===== config.mk =====
export PLATFORM = sky130hd
export DESIGN_NAME = fp_operand_unpacker
export DESIGN_NICKNAME = d
export VERILOG_FILES = /design/src/rtl/fpu_pkg.sv /design/src/rtl/fp_class_decode.sv /design/src/rtl/fp_operand_unpacker.sv
export SDC_FILE = /design/constraint.sdc
export NUM_CORES = 1
export LEC_CHECK = 0
export ABC_AREA = 1
export ABC_CLOCK_PERIOD_IN_PS = 1700
export BUFFER_PORTS_ARGS = -buffer_cell sky130_fd_sc_hd__clkbuf_2
export CAP_MARGIN = 5
export CORE_MARGIN = 1
export CORE_UTILIZATION = 35
export DETAILED_ROUTE_END_ITERATION = 7
export PLACE_DENSITY = 0.72
export SYNTH_ARGS = -nofsm -noshare
export SYNTH_HDL_FRONTEND = slang
export SYNTH_SLANG_ARGS = --single-unit

===== constraint.sdc =====
create_clock -name clk -period 1.7 [get_ports clk]
set_input_delay 0.17 -clock clk [delete_from_list [all_inputs] [get_ports clk]]
set_output_delay 0.17 -clock clk [all_outputs]
set_load 0.01 [all_outputs]

===== src/rtl/fpu_pkg.sv =====
// fpu_pkg
// Shared types and constants for the FPU multiplier front end.
//   fp_class_t     : operand class as it leaves the unpacker
//   unpack_state_t : control states of the operand unpacker
//   FRAC_W/EXP_W   : IEEE-754 single stored field widths
//   XEXP_W         : widened, signed, biased exponent width used downstream
// Optional build macro: FP_UNPACK_FTZ_EN (flush subnormal operands to zero).
package fpu_pkg;

  localparam int FRAC_W   = 23;
  localparam int EXP_W    = 8;
  localparam int XEXP_W   = 10;
  localparam int EXP_BIAS = 127;
  localparam int EXP_MAX  = 255;

  typedef enum logic [1:0] {
    NORMAL = 2'd0,
    ZERO   = 2'd1,
    INF    = 2'd2,
    NAN    = 2'd3
  } fp_class_t;

  typedef enum logic [1:0] {
    IDLE = 2'd0,
    NORM = 2'd1,
    DONE = 2'd2
  } unpack_state_t;

endpackage


===== src/rtl/fp_class_decode.sv =====
// fp_class_decode
// Combinational field split and classification of one packed single operand.
// Ports:
//   op        in  32       packed IEEE-754 single
//   sign      out 1        sign bit
//   op_class  out 2        NORMAL / ZERO / INF / NAN
//   fraction  out FRAC_W+1 initial fraction, hidden bit at the MSB
//   exponent  out XEXP_W   initial biased exponent, zero-extended
//   subnormal out 1        operand still needs left-normalization
// Optional build macro: FP_UNPACK_FTZ_EN (subnormals decode as ZERO).
module fp_class_decode
  import fpu_pkg::*;
(
  input  logic [31:0]       op,
  output logic              sign,
  output fp_class_t         op_class,
  output logic [FRAC_W:0]   fraction,
  output logic [XEXP_W-1:0] exponent,
  output logic              subnormal
);

  logic [EXP_W-1:0]  exp_field;
  logic [FRAC_W-1:0] frac_field;

  assign sign       = op[31];
  assign exp_field  = op[FRAC_W +: EXP_W];
  assign frac_field = op[FRAC_W-1:0];

  // Default is an ordinary normal number; the special encodings override it.
  // A subnormal is loaded with exponent 1 and no hidden bit so that each
  // later left shift can simply decrement the exponent by one.
  always_comb begin
    op_class  = NORMAL;
    fraction  = {1'b1, frac_field};
    exponent  = {{(XEXP_W-EXP_W){1'b0}}, exp_field};
    subnormal = 1'b0;
    if (exp_field == EXP_W'(EXP_MAX)) begin
      exponent = XEXP_W'(EXP_MAX);
      if (frac_field != '0) begin
        op_class = NAN;
      end else begin
        op_class = INF;
        fraction = {1'b1, {FRAC_W{1'b0}}};
      end
    end else if (exp_field == '0) begin
      if (frac_field == '0) begin
        op_class = ZERO;
        fraction = '0;
        exponent = '0;
      end else begin
`ifdef FP_UNPACK_FTZ_EN
        op_class = ZERO;
        fraction = '0;
        exponent = '0;
`else
        fraction  = {1'b0, frac_field};
        exponent  = XEXP_W'(1);
        subnormal = 1'b1;
`endif
      end
    end
  end

endmodule


===== src/rtl/fp_operand_unpacker.sv =====
// fp_operand_unpacker
// Front end of the FPU multiplier: captures two packed singles, classifies
// them and left-normalizes subnormals one bit per cycle so that both
// fractions leave with the leading one at bit FRAC_W.
// Ports:
//   clk, rst_n             clock, asynchronous active-low reset
//   in_valid / in_ready    operand handshake (ready only while idle)
//   op_a, op_b             packed operands, sampled at accept only
//   out_valid / out_ready  result handshake, result held until accepted
//   a_/b_fraction          unpacked fractions, leading one at bit 23
//   a_/b_exponent          signed biased exponents (XEXP_W bits)
//   a_/b_class             0 NORMAL, 1 ZERO, 2 INF, 3 NAN
//   prod_sign              sign of the eventual product
// Optional build macro: FP_UNPACK_FTZ_EN (flush subnormals to zero, no NORM).
module fp_operand_unpacker
  import fpu_pkg::*;
(
  input  logic              clk,
  input  logic              rst_n,
  input  logic              in_valid,
  output logic              in_ready,
  input  logic [31:0]       op_a,
  input  logic [31:0]       op_b,
  output logic              out_valid,
  input  logic              out_ready,
  output logic [FRAC_W:0]   a_fraction,
  output logic [XEXP_W-1:0] a_exponent,
  output logic [1:0]        a_class,
  output logic [FRAC_W:0]   b_fraction,
  output logic [XEXP_W-1:0] b_exponent,
  output logic [1:0]        b_class,
  output logic              prod_sign
);

  unpack_state_t state;

  logic              dec_a_sign, dec_b_sign;
  fp_class_t         dec_a_class, dec_b_class;
  logic [FRAC_W:0]   dec_a_fraction, dec_b_fraction;
  logic [XEXP_W-1:0] dec_a_exponent, dec_b_exponent;

`ifndef FP_UNPACK_FTZ_EN
  logic dec_a_subnormal, dec_b_subnormal;
  logic a_shift, b_shift;
  logic a_settled, b_settled;

  // Only a NORMAL-class operand without its leading one still shifts; ZERO
  // has an all-zero fraction and must never be shifted. "Settled" looks at
  // the fraction as it will be after this cycle's shift.
  assign a_shift   = (a_class == NORMAL) && !a_fraction[FRAC_W];
  assign b_shift   = (b_class == NORMAL) && !b_fraction[FRAC_W];
  assign a_settled = !a_shift || a_fraction[FRAC_W-1];
  assign b_settled = !b_shift || b_fraction[FRAC_W-1];
`endif

  fp_class_decode u_dec_a (
    .op        (op_a),
    .sign      (dec_a_sign),
    .op_class  (dec_a_class),
    .fraction  (dec_a_fraction),
    .exponent  (dec_a_exponent),
`ifdef FP_UNPACK_FTZ_EN
    .subnormal ()
`else
    .subnormal (dec_a_subnormal)
`endif
  );

  fp_class_decode u_dec_b (
    .op        (op_b),
    .sign      (dec_b_sign),
    .op_class  (dec_b_class),
    .fraction  (dec_b_fraction),
    .exponent  (dec_b_exponent),
`ifdef FP_UNPACK_FTZ_EN
    .subnormal ()
`else
    .subnormal (dec_b_subnormal)
`endif
  );

  // Control and datapath in one registered process. out_valid is raised on
  // the same edge that enters DONE, so a result that needs no shifting is
  // visible right after the accept edge and can be taken on the next one.
  always_ff @(posedge clk or negedge rst_n) begin
    if (!rst_n) begin
      state      <= IDLE;
      in_ready   <= 1'b1;
      out_valid  <= 1'b0;
      a_fraction <= '0;
      a_exponent <= '0;
      a_class    <= NORMAL;
      b_fraction <= '0;
      b_exponent <= '0;
      b_class    <= NORMAL;
      prod_sign  <= 1'b0;
    end else begin
      case (state)
        IDLE: begin
          if (in_valid) begin
            a_fraction <= dec_a_fraction;
            a_exponent <= dec_a_exponent;
            a_class    <= dec_a_class;
            b_fraction <= dec_b_fraction;
            b_exponent <= dec_b_exponent;
            b_class    <= dec_b_class;
            prod_sign  <= dec_a_sign ^ dec_b_sign;
            in_ready   <= 1'b0;
`ifdef FP_UNPACK_FTZ_EN
            state      <= DONE;
            out_valid  <= 1'b1;
`else
            if (dec_a_subnormal || dec_b_subnormal) begin
              state <= NORM;
            end else begin
              state     <= DONE;
              out_valid <= 1'b1;
            end
`endif
          end
        end
`ifndef FP_UNPACK_FTZ_EN
        NORM: begin
          if (a_shift) begin
            a_fraction <= {a_fraction[FRAC_W-1:0], 1'b0};
            a_exponent <= a_exponent - XEXP_W'(1);
          end
          if (b_shift) begin
            b_fraction <= {b_fraction[FRAC_W-1:0], 1'b0};
            b_exponent <= b_exponent - XEXP_W'(1);
          end
          if (a_settled && b_settled) begin
            state     <= DONE;
            out_valid <= 1'b1;
          end
        end
`endif
        DONE: begin
          if (out_ready) begin
            state     <= IDLE;
            out_valid <= 1'b0;
            in_ready  <= 1'b1;
          end
        end
        default: begin
          state     <= IDLE;
          out_valid <= 1'b0;
          in_ready  <= 1'b1;
        end
      endcase
    end
  end

endmodule


==> results of run 1 <==
-- metrics by stage --
stage,instance area (sq um),hold WS (ps)
floorplan,4020,-126
global placement,4920,5.79
detailed placement,4920,5.42
CTS,5200,66.3
global route,5270,77.0
finish,5270,76.8
-- path summary, 6_finish.rpt --
path	startpoint	to	cells after the start	slack, ps
min in group asynchronous	rst_n	b_exponent[2]	2	200
hold reg to reg	prod_sign	prod_sign	2	490
setup / recovery	state[1]	a_fraction[23]	9	70
setup reg to reg	state[1]	a_fraction[23]	9	70
hold / removal	op_a[9]	a_fraction[9]	3	80
max in group asynchronous	rst_n	state[1]	3	880
-- worst reg2reg max path: stages (launching register included) --
cell	delay (ps)
dfrtp_2	440
nor2_2	80
nand2_2	140
inv_4	70
a21oi_4	270
clkinv_4	140
clkbuf_2	160
buf_4	140
nand2_1	50
nand2_1	40
-- routing by layer --
metal  vias to the layer above  track usage (%)  part of all wire, %
met5                         -                0                    0
met4                         0             7.90                  1.7
met3                        16             4.36                  6.1
met2                       126             30.8                   47
met1                      1968             28.0                   45
li1                       2064                -                    -
-- power breakdown --
group	switching (W)	internal (W)	leakage [nW]	total, W
Combinational	0.00288	0.00187	1.62	0.00475
Sequential	0.000800	0.00272	0.902	0.00352
Clock	0.000730	0.00107	0.137	0.00180
-- flip-flops by register name (all words and copies together) (netlist names) --
name        cells
a_fraction     24
b_fraction     24
a_exponent     10
b_exponent     10
a_class         2
b_class         2
state           2
in_ready        1
out_valid       1
prod_sign       1
-- cell type report --
class / count / area, sq um / share of cell area (%)
multi-input combinational: 400 / 1850 / 35.2
clock buffer: 14 / 264 / 5.01
clock inverter: 2 / 10.0 / 0.190
sequential: 77 / 1930 / 36.6
timing repair buffer: 162 / 908 / 17.3
tap: 140 / 175 / 3.33
inverter: 31 / 124 / 2.35
-- cell families after synthesis --
kind of cell               count (synthesis)  share of synthesized area (%)
AOI/OAI and AO/OA                        142                           19.1
xor gates and xnor gates                   5                           1.09
adders and majority gates                  2                          0.622
buffers and inverters                     57                           6.31
DFF                                       77                           47.9
and+or+nand+nor                          251                           25.0
-- repair_timing --
| action | 4_1_cts | 5_1_grt |
|---|---|---|
| resized for setup | 0 | 11 |
| endpoints found under the hold margin | 77 | 0 |
| hold buffers | 1 | 0 |
| setup buffers | 0 | 5 |
| endpoints found under the setup margin | 0 | 35 |
-- synthesized netlist by cell type (2+ instances only) --
| cell | number | area share [%] |
|---|---|---|
| inv_2 | 4 | 0.37 |
| nor3_1 | 6 | 0.75 |
| nor2_1 | 111 | 10 |
| o211ai_1 | 5 | 0.93 |
| dfrtp_1 | 76 | 47 |
| o22ai_1 | 6 | 0.93 |
| nand2_2 | 2 | 0.31 |
| buf_2 | 11 | 1.4 |
| inv_1 | 27 | 2.5 |
| nand2_1 | 112 | 10 |
| a31oi_1 | 3 | 0.47 |
| xor2_1 | 4 | 0.87 |
| nand4_1 | 8 | 1.2 |
| buf_6 | 3 | 0.84 |
| o21ai_1 | 4 | 0.50 |
| clkbuf_1 | 11 | 1.0 |
| a21oi_1 | 90 | 11 |
| ha_1 | 2 | 0.62 |
| o21ai_0 | 28 | 3.5 |
| nand3b_1 | 2 | 0.37 |
| nand3_1 | 7 | 0.87 |
==> metrics.md, run 1 <==
| Metric | Value |
|---|---|
| DR WL/cell | `14.3 um` |
| Starting density of the core | `36.5%` |
| Synthesized cell area | `0.00402 sq mm` |
| Via count | `4174` |
| Core Util, Final | `47.7%` |
| Final WL | `11800 um` |
| Place WS | `66.4 ps` |
| Critical Path Slowest Stage Cell | `dfrtp_2` |
| Post-synth ARST share | `100%` |
| Gpl congestion | `0.895` |
| Leak | `2.66 nW` |
| Commonest non-fill, non-tap cell in the layout | `clkbuf_2` |
| Worst-Skew Late Latency | `330 ps` |
| Row cnt | `38` |
| Fin nets | `751` |
| Pwr/cell area | `1910 mW/mm^2` |
| Number of global-route vias before repair | `3770` |
| FILL cells | `1098` |
| Arr. time, crit path | `1850 ps` |
| Buffers on Ports | `142` |
| CP endpoint kind | `flop` |
| Placed cell count | `804` |
| Avg Cell Area, Syn | `7.54 sq um` |
| Worst-path clk slew | `60 ps` |
| Boundary pin count | `143` |
| Core ar. | `0.0110 sq mm` |
| Antenna viol nets, final | `0` |
| Outcome | `finished clean` |
| Clock buffer depth | `2` |
| Root Buffer | `clkbuf_16` |
| Max-slew violation count | `0` |
| Final number of hold-violating endpoints | `0` |
| Synth Net Count | `604` |
| Die Y | `109 um` |
| Power, Total | `0.0101 W` |
| Slew HR | `71.7%` |
| Crit start category | `flop` |
| Fmax achieved | `613 MHz` |
| Global router's overall resource usage | `20.2%` |
| Post-DP HPWL | `8710 um` |
| CP bufs+invs | `4` |
| Post-synth EDFFs | `0` |
| CTS Sinks | `77` |
| RSZ-0062 raised after global routing | `yes` |
| Seq/Total Area, Yosys | `47.9%` |
| 1st-pass router iterations | `5` |
| Area growth from synthesis to layout | `30.8%` |
| Crit share post-route | `95.9%` |
| Die X-Extent | `109 um` |
| Die Area | `0.0119 sq mm` |
| Largest net degree at the start of global routing | `42` |
| Number of max-cap violations | `0` |
| Setup_tns | `0 ps` |
| Iter 0 DRT Violations | `303` |
| Mapped Cells | `534` |
| Worst hold-check path type | `in2reg` |
| Top_reg_cell synth | `dfrtp_1` |
| Vias per cell | `5.05` |
| Num CTS Buffers | `9` |
| Crit path kind | `reg2reg` |
| Peak supply drop | `0.734 mV` |
| Largest delay share family, worst path | `buffers and inverters` |
| Worst Skew | `5.22 ps` |
| Synthesis Warnings | `0` |
| Crit path cell chain | `nor2_2, nand2_2, inv_4, a21oi_4, clkinv_4, clkbuf_2, buf_4, nand2_1, nand2_1` |
| Layout cells sized above 1 | `27.6%` |
| TritonCTS clock tree | `done` |
| Final WS setup | `69.4 ps` |
| Max stage delay on crit path | `440 ps` |
| Tmin final | `1630 ps` |
| Most frequent cells in the layout | `clkbuf_2, nand2_1, nor2_1, a21oi_1, dfrtp_1` |
| Flops & latches, synth | `77` |
| Antenna violations before repair | `0` |
| Slew @ Worst Pin | `423 ps` |
| Worst Path Required | `1920 ps` |
| Worst-path fanout max | `8` |
| Drc violations | `0` |
| GR Overflow Total | `0` |
| Synth cell types | `33` |
| Layout Cells excl Fill | `826` |
| H-tree levels | `3` |
| First-pass GRT wire length | `18600 um` |
| Final setup violating endpoints | `0` |
| Cell mode on critical path | `nand2_1` |
| Antenna cells | `0` |
Power figures use the tool's default switching activity.
==> run 2: changes to the inputs <==
--- a/config.mk
+++ b/config.mk
@@ -12,7 +12,6 @@
 export CORE_MARGIN = 1
 export CORE_UTILIZATION = 35
 export DETAILED_ROUTE_END_ITERATION = 7
-export PLACE_DENSITY = 0.72
 export SYNTH_ARGS = -nofsm -noshare
 export SYNTH_HDL_FRONTEND = slang
 export SYNTH_SLANG_ARGS = --single-unit
==> run 2 against run 1 <==
Sequential share of layout area about the same; first-iteration DRC count shrank 42%; non-clock buffer count decreased by 2; clock power grew 17%; critical path type unchanged; largest power group unchanged.
==> metrics.md, run 2 (synthesized netlist as in run 1, its figures left out) <==
| Metric | Value |
|---|---|
| Outcome | `finished clean` |
| Slew HR | `69.3% (-2.4 points)` |
| Max stage delay on crit path | `430 ps (about the same)` |
| Largest delay share family, worst path | `flip-flops` |
| Core ar. | `0.0110 sq mm (unchanged)` |
| Worst hold-check path type | `in2reg` |
| Row cnt | `38 (unchanged)` |
| Crit path cell chain | `buf_4, nor2_4, a21oi_4, buf_4, nor2_1, nand2_1, o21ai_0, nor2_1` |
| Drc violations | `0 (unchanged)` |
| Area growth from synthesis to layout | `30.9% (about the same)` |
| Buffers on Ports | `142 (unchanged)` |
| Leak | `2.67 nW (+0.39%)` |
| Register area | `0.00193 sq mm (about the same)` |
| DR WL/cell | `14.4 um (+0.83%)` |
| Switching share of power | `42.7% (-1.1 points)` |
| Antenna cells | `0 (unchanged)` |
| Most frequent cells in the layout | `clkbuf_2, nand2_1, nor2_1, a21oi_1, dfrtp_1` |
| Fin nets | `749 (-0.27%)` |
| Worst-Skew Late Latency | `330 ps (about the same)` |
| Fmax achieved | `643 MHz (+4.8%)` |
| Slew @ Worst Pin | `460 ps (+36.9 ps)` |
| Global router's overall resource usage | `20.3% (+0.071 points)` |
| P_int | `0.00588 W (+4.0%)` |
| Final number of hold-violating endpoints | `0 (unchanged)` |
| Crit start category | `flop` |
| Post-DP HPWL | `8720 um (about the same)` |
| Final WL | `11900 um (+0.58%)` |
| Instance area after placement | `0.00493 sq mm (+0.20%)` |
| Psw | `0.00438 W (-0.69%)` |
| Num CTS Buffers | `9 (unchanged)` |
| Layout cells sized above 1 | `27.2% (-0.36 points)` |
| Largest regs | `a_fraction: 24 flops, b_fraction: 24 flops` |
| First-pass GRT wire length | `18700 um (+0.78%)` |
| TritonCTS clock tree | `done` |
| Root Buffer | `clkbuf_16` |
| H-tree levels | `3 (unchanged)` |
| Post-CTS setup buffer count | `0 (unchanged)` |
| CP bufs+invs | `2 (-2)` |
| RSZ-0062 raised after global routing | `no` |
| Pwr/cell area | `1950 mW/mm^2 (+1.9%)` |
| Boundary pin count | `143 (unchanged)` |
| Crit path kind | `reg2reg` |
| Iter 0 DRT Violations | `177 (-42%)` |
| Logic pwr share | `45.6% (-1.6 points)` |
| FILL cells | `1132 (+3.1%)` |
| Worst Path Required | `1920 ps (about the same)` |
| Worst Skew | `4.13 ps (-1.09 ps)` |
| Max-slew violation count | `0 (unchanged)` |
| Antenna violations before repair | `0 (unchanged)` |
| Final setup violating endpoints | `0 (unchanged)` |
| Gpl congestion | `0.896 (about the same)` |
| Die Area | `0.0119 sq mm (unchanged)` |
| Clock power share | `20.6% (+2.8 points)` |
| Vias per cell | `5.02 (-0.69%)` |
| CP endpoint kind | `flop` |
| Setup_tns | `0 ps (unchanged)` |
| Clock buffer depth | `2 (unchanged)` |
| Via count | `4135 (-0.93%)` |
| 1st-pass router iterations | `4 (-1)` |
| Die X-Extent | `109 um (unchanged)` |
| CTS Sinks | `77 (unchanged)` |
| GR Overflow Total | `0 (unchanged)` |
| Flop pwr share | `33.9% (-1.1 points)` |
| Footprint of the multi-input gates | `0.00184 sq mm (-0.67%)` |
| Critical Path Slowest Stage Cell | `dfrtp_1` |
| Worst-path fanout max | `6 (-2)` |
| Number of global-route vias before repair | `3885 (+3.1%)` |
| Commonest non-fill, non-tap cell in the layout | `clkbuf_2` |
| Crit share post-route | `91.5% (-4.4 points)` |
| Arr. time, crit path | `1780 ps (-70 ps)` |
| Largest net degree at the start of global routing | `34 (-19%)` |
| Die Y | `109 um (unchanged)` |
| Worst-path clk slew | `60 ps (about the same)` |
| Starting density of the core | `36.5% (unchanged)` |
| Number of max-cap violations | `0 (unchanged)` |
| Peak supply drop | `0.720 mV (-1.9%)` |
| Tmin final | `1560 ps (-74.8 ps)` |
| Finished Cell Area | `0.00527 sq mm (about the same)` |
| Antenna viol nets, final | `0 (unchanged)` |
-- run 2: power groups by stage --
stage,Sequential (W),Clock [W],Combinational (W)
floorplan,0.00374,0,0.00263
finish,0.00347,0.00211,0.00468
global placement,0.00347,0,0.00459
CTS,0.00347,0.00215,0.00472
detailed placement,0.00350,0,0.00470
global route,0.00359,0.00225,0.00526
-- run 2: layout make-up --
type                    instances  area share (%)
clock buffers                  12            4.87
clock inverters                 4            1.33
inverters                      31            2.26
multi-input cells             400            35.0
flip-flops and latches         77            36.6
well taps                     140            3.33
repair buffers                160            16.6
-- run 2: through the flow --
step / util (%) / total power (W) / std cells / worst slack [ps] / hold WS [ps]
after floorplan: - / 0.00636 / 534 / 215 / -126
after global placement: 44.7 / 0.00806 / 807 / 178 / 149
after detailed placement: 44.7 / 0.00820 / 807 / 129 / 148
after CTS: 47.7 / 0.0103 / 824 / 103 / 63.7
after global routing: 47.7 / 0.0111 / 824 / 8.50 / 77.0
final: 47.7 / 0.0103 / 824 / 144 / 74.1
-- run 2: worst register-to-register path: stages (launching register included) --
cell,delay (ps)
dfrtp_1,430
buf_4,170
nor2_4,200
a21oi_4,100
buf_4,160
nor2_1,80
nand2_1,70
o21ai_0,160
nor2_1,60
-- run 2: final timing paths --
kind	from	to	slack (ps)	cells past startpoint
min reg2reg	out_valid	out_valid	490	2
max reg2reg	state[1]	a_exponent[9]	140	8
min in group asynchronous	rst_n	a_fraction[11]	320	2
max	state[1]	a_exponent[9]	140	8
min	op_b[13]	b_fraction[13]	70	3
max in group asynchronous	rst_n	a_exponent[7]	770	3
-- run 2: repair_timing --
item	in CTS	in global routing
endpoints found under the hold margin	30	0
resized for setup	0	1
setup endpoints to repair	0	1
hold buffers	1	0
-- run 2: metal layers --
layer,part of all wire (%),track usage (%)
met1,47,27.9
met2,46,31.2
met3,5.0,4.00
met4,2.0,8.19
met5,0,0
==> run 3: changes to the inputs <==
--- a/config.mk
+++ b/config.mk
@@ -11,6 +11,7 @@
 export CAP_MARGIN = 5
 export CORE_MARGIN = 1
 export CORE_UTILIZATION = 35
+export CTS_BUF_LIST = sky130_fd_sc_hd__clkbuf_16
 export DETAILED_ROUTE_END_ITERATION = 7
 export SYNTH_ARGS = -nofsm -noshare
 export SYNTH_HDL_FRONTEND = slang
==> run 3 against run 2 <==
Fmax down 0.11%; cell area down 0.38%; via count up 0.15%; setup slack worse by 1.7 ps; worst hold slack better by 0.99 ps; die area unchanged; flip-flop and latch count unchanged; combinational power about the same; sequential power about the same; sequential share of layout area up 0.14 points; highest routed layer unchanged.
==> metrics.md, run 3 (synthesized netlist as in run 1, its figures left out) <==
| Metric | Value |
|---|---|
| Outcome | `finished clean` |
| GR Overflow Total | `0 (unchanged)` |
| Largest net degree at the start of global routing | `34 (unchanged)` |
| Slew HR | `69.4% (about the same)` |
| Tmin final | `1560 ps (+1.69 ps)` |
| Number of max-cap violations | `0 (unchanged)` |
| Die Y | `109 um (unchanged)` |
| Drc violations | `0 (unchanged)` |
| Die Area | `0.0119 sq mm (unchanged)` |
| Worst-path fanout max | `6 (unchanged)` |
| Number of global-route vias before repair | `3888 (+0.077%)` |
| CP endpoint kind | `flop` |
| Worst-Skew Late Latency | `330 ps (about the same)` |
| Core ar. | `0.0110 sq mm (unchanged)` |
| Crit path kind | `reg2reg` |
| Gpl congestion | `0.896 (unchanged)` |
| Hold path start | `op_b[13]` |
| Buffers on Ports | `142 (unchanged)` |
| Starting density of the core | `36.5% (unchanged)` |
| R2R Setup Slk | `140 ps (about the same)` |
| Final number of hold-violating endpoints | `0 (unchanged)` |
| Crit share post-route | `91.6% (+0.099 points)` |
| Placed cell count | `807 (unchanged)` |
| TritonCTS clock tree | `done` |
| Worst-path clk slew | `60 ps (about the same)` |
| Worst hold-check path type | `in2reg` |
| Clock power share | `19.8% (-0.8 points)` |
| Max-slew violation count | `0 (unchanged)` |
| Setup_tns | `0 ps (unchanged)` |
| Boundary pin count | `143 (unchanged)` |
| Worst Skew | `5.61 ps (+1.48 ps)` |
| Peak supply drop | `0.714 mV (-0.84%)` |
| Die X-Extent | `109 um (unchanged)` |
| H-tree levels | `3 (unchanged)` |
| Vias per cell | `5.03 (+0.15%)` |
| Logic pwr share | `46.0% (+0.4 points)` |
| Hold Path Sink | `b_fraction[13]` |
| Number of cells on the worst hold path | `3 (unchanged)` |
| CTS Sinks | `77 (unchanged)` |
| Power, Total | `0.0102 W (-1.0%)` |
| Antenna viol nets, final | `0 (unchanged)` |
| Antenna violations before repair | `0 (unchanged)` |
| Antenna cells | `0 (unchanged)` |
| First-pass GRT wire length | `18700 um (about the same)` |
| Flop pwr share | `34.2% (+0.3 points)` |
| Row cnt | `38 (unchanged)` |
| 1st-pass router iterations | `5 (+1)` |
| Crit start category | `flop` |
| RSZ-0062 raised after global routing | `no` |
| P_int | `0.00578 W (-1.6%)` |
| Fin nets | `749 (unchanged)` |
| Num CTS Buffers | `9 (unchanged)` |
| Slew @ Worst Pin | `460 ps (-0.596 ps)` |
| Largest regs | `a_fraction: 24 flops, b_fraction: 24 flops` |
| Via count | `4141 (+0.15%)` |
| Most frequent cells in the layout | `clkbuf_2, nand2_1, nor2_1, a21oi_1, dfrtp_1` |
| Leak | `2.66 nW (-0.27%)` |
| Layout cells sized above 1 | `26.9% (-0.29 points)` |
| Critical R2R Launch | `state[1]` |
| Global router's overall resource usage | `20.2% (-0.064 points)` |
| Clock buffer depth | `2 (unchanged)` |
| Layout Cells excl Fill | `824 (unchanged)` |
| Iter 0 DRT Violations | `174 (-1.7%)` |
| Commonest non-fill, non-tap cell in the layout | `clkbuf_2` |
| DR WL/cell | `14.5 um (about the same)` |
| Final WL | `11900 um (about the same)` |
| Worst R2R End | `a_exponent[9]` |
| Pwr/cell area | `1940 mW/mm^2 (-0.63%)` |
| Switching share of power | `43.1% (+0.37 points)` |
| Area growth from synthesis to layout | `30.4%` |
| Fmax achieved | `642 MHz (-0.11%)` |
| Root Buffer | `clkbuf_16` |
| Worst Path Required | `1920 ps (about the same)` |
| Post-CTS setup buffer count | `0 (unchanged)` |
| FF-to-FF path depth | `8 (unchanged)` |
| Arr. time, crit path | `1780 ps (about the same)` |
| Final setup violating endpoints | `0 (unchanged)` |
| Post-DP HPWL | `8720 um (unchanged)` |
| Psw | `0.00438 W (-0.15%)` |
## run 3: changes by cell type in the layout (fill, tap and decap cells not counted), sizes merged
cell	before	now
inv	31	32
clkbuf	153	150
clkinv	2	4
## run 3: worst max-delay path by stage
stage                   from             end  depth (start not counted)
4_1_cts             state[1]  a_fraction[15]                          7
5_1_grt        a_exponent[0]   a_exponent[8]                          9
3_5_place_dp        state[1]  a_fraction[15]                          7
6_report            state[1]   a_exponent[9]                          8
2_1_floorplan     a_class[1]   a_exponent[9]                          7
3_3_place_gp        state[1]  a_fraction[22]                          7
## run 3: per-stage QoR
stage / hold slack, ps / setup slack, ps / util, % / area [sq um]
6_report: 75.1 / 143 / 47.6 / 5250
2_1_floorplan: -126 / 215 / - / 4020
3_5_place_dp: 148 / 129 / 44.7 / 4930
3_3_place_gp: 149 / 178 / 44.7 / 4930
5_1_grt: 79.2 / 8.48 / 47.6 / 5250
4_1_cts: 66.0 / 105 / 47.5 / 5240
## run 3: cell type report
class                           instances  area (sq um)
Clock buffer                            9           225
Clock inverter                          7          81.3
Fill cell                            1133          5780
Inverter                               31           119
Multi-Input combinational cell        400          1840
Sequential cell                        77          1930
Tap cell                              140           175
Timing Repair Buffer                  160           876
## run 3: power groups by stage
stage          sequential, W  combinational [W]  clock, W
2_1_floorplan        0.00374            0.00263         0
3_3_place_gp         0.00347            0.00459         0
3_5_place_dp         0.00350            0.00470         0
4_1_cts              0.00347            0.00472   0.00205
5_1_grt              0.00359            0.00526   0.00215
6_report             0.00347            0.00467   0.00201
## run 3: per-layer routing
| metal | routed length (um) | GRT usage [%] |
|---|---|---|
| met1 | 5620 | 27.9 |
| met2 | 5430 | 31.3 |
| met3 | 621 | 4.00 |
| met4 | 240 | 7.62 |
| met5 | 0 | 0 |
## run 3: critical path, stage by stage, from the launching register on
cell and delay, ps:
dfrtp_1 430, buf_4 170, nor2_4 210, a21oi_4 100, buf_4 160, nor2_1 80, nand2_1 70, o21ai_0 160
nor2_1 60
## run 3: what timing repair did
action / in CTS / in global routing
hold endpoints to repair: 30 / 0
hold buffers: 1 / 0
gates resized for setup: 0 / 1
setup endpoints to repair: 0 / 2
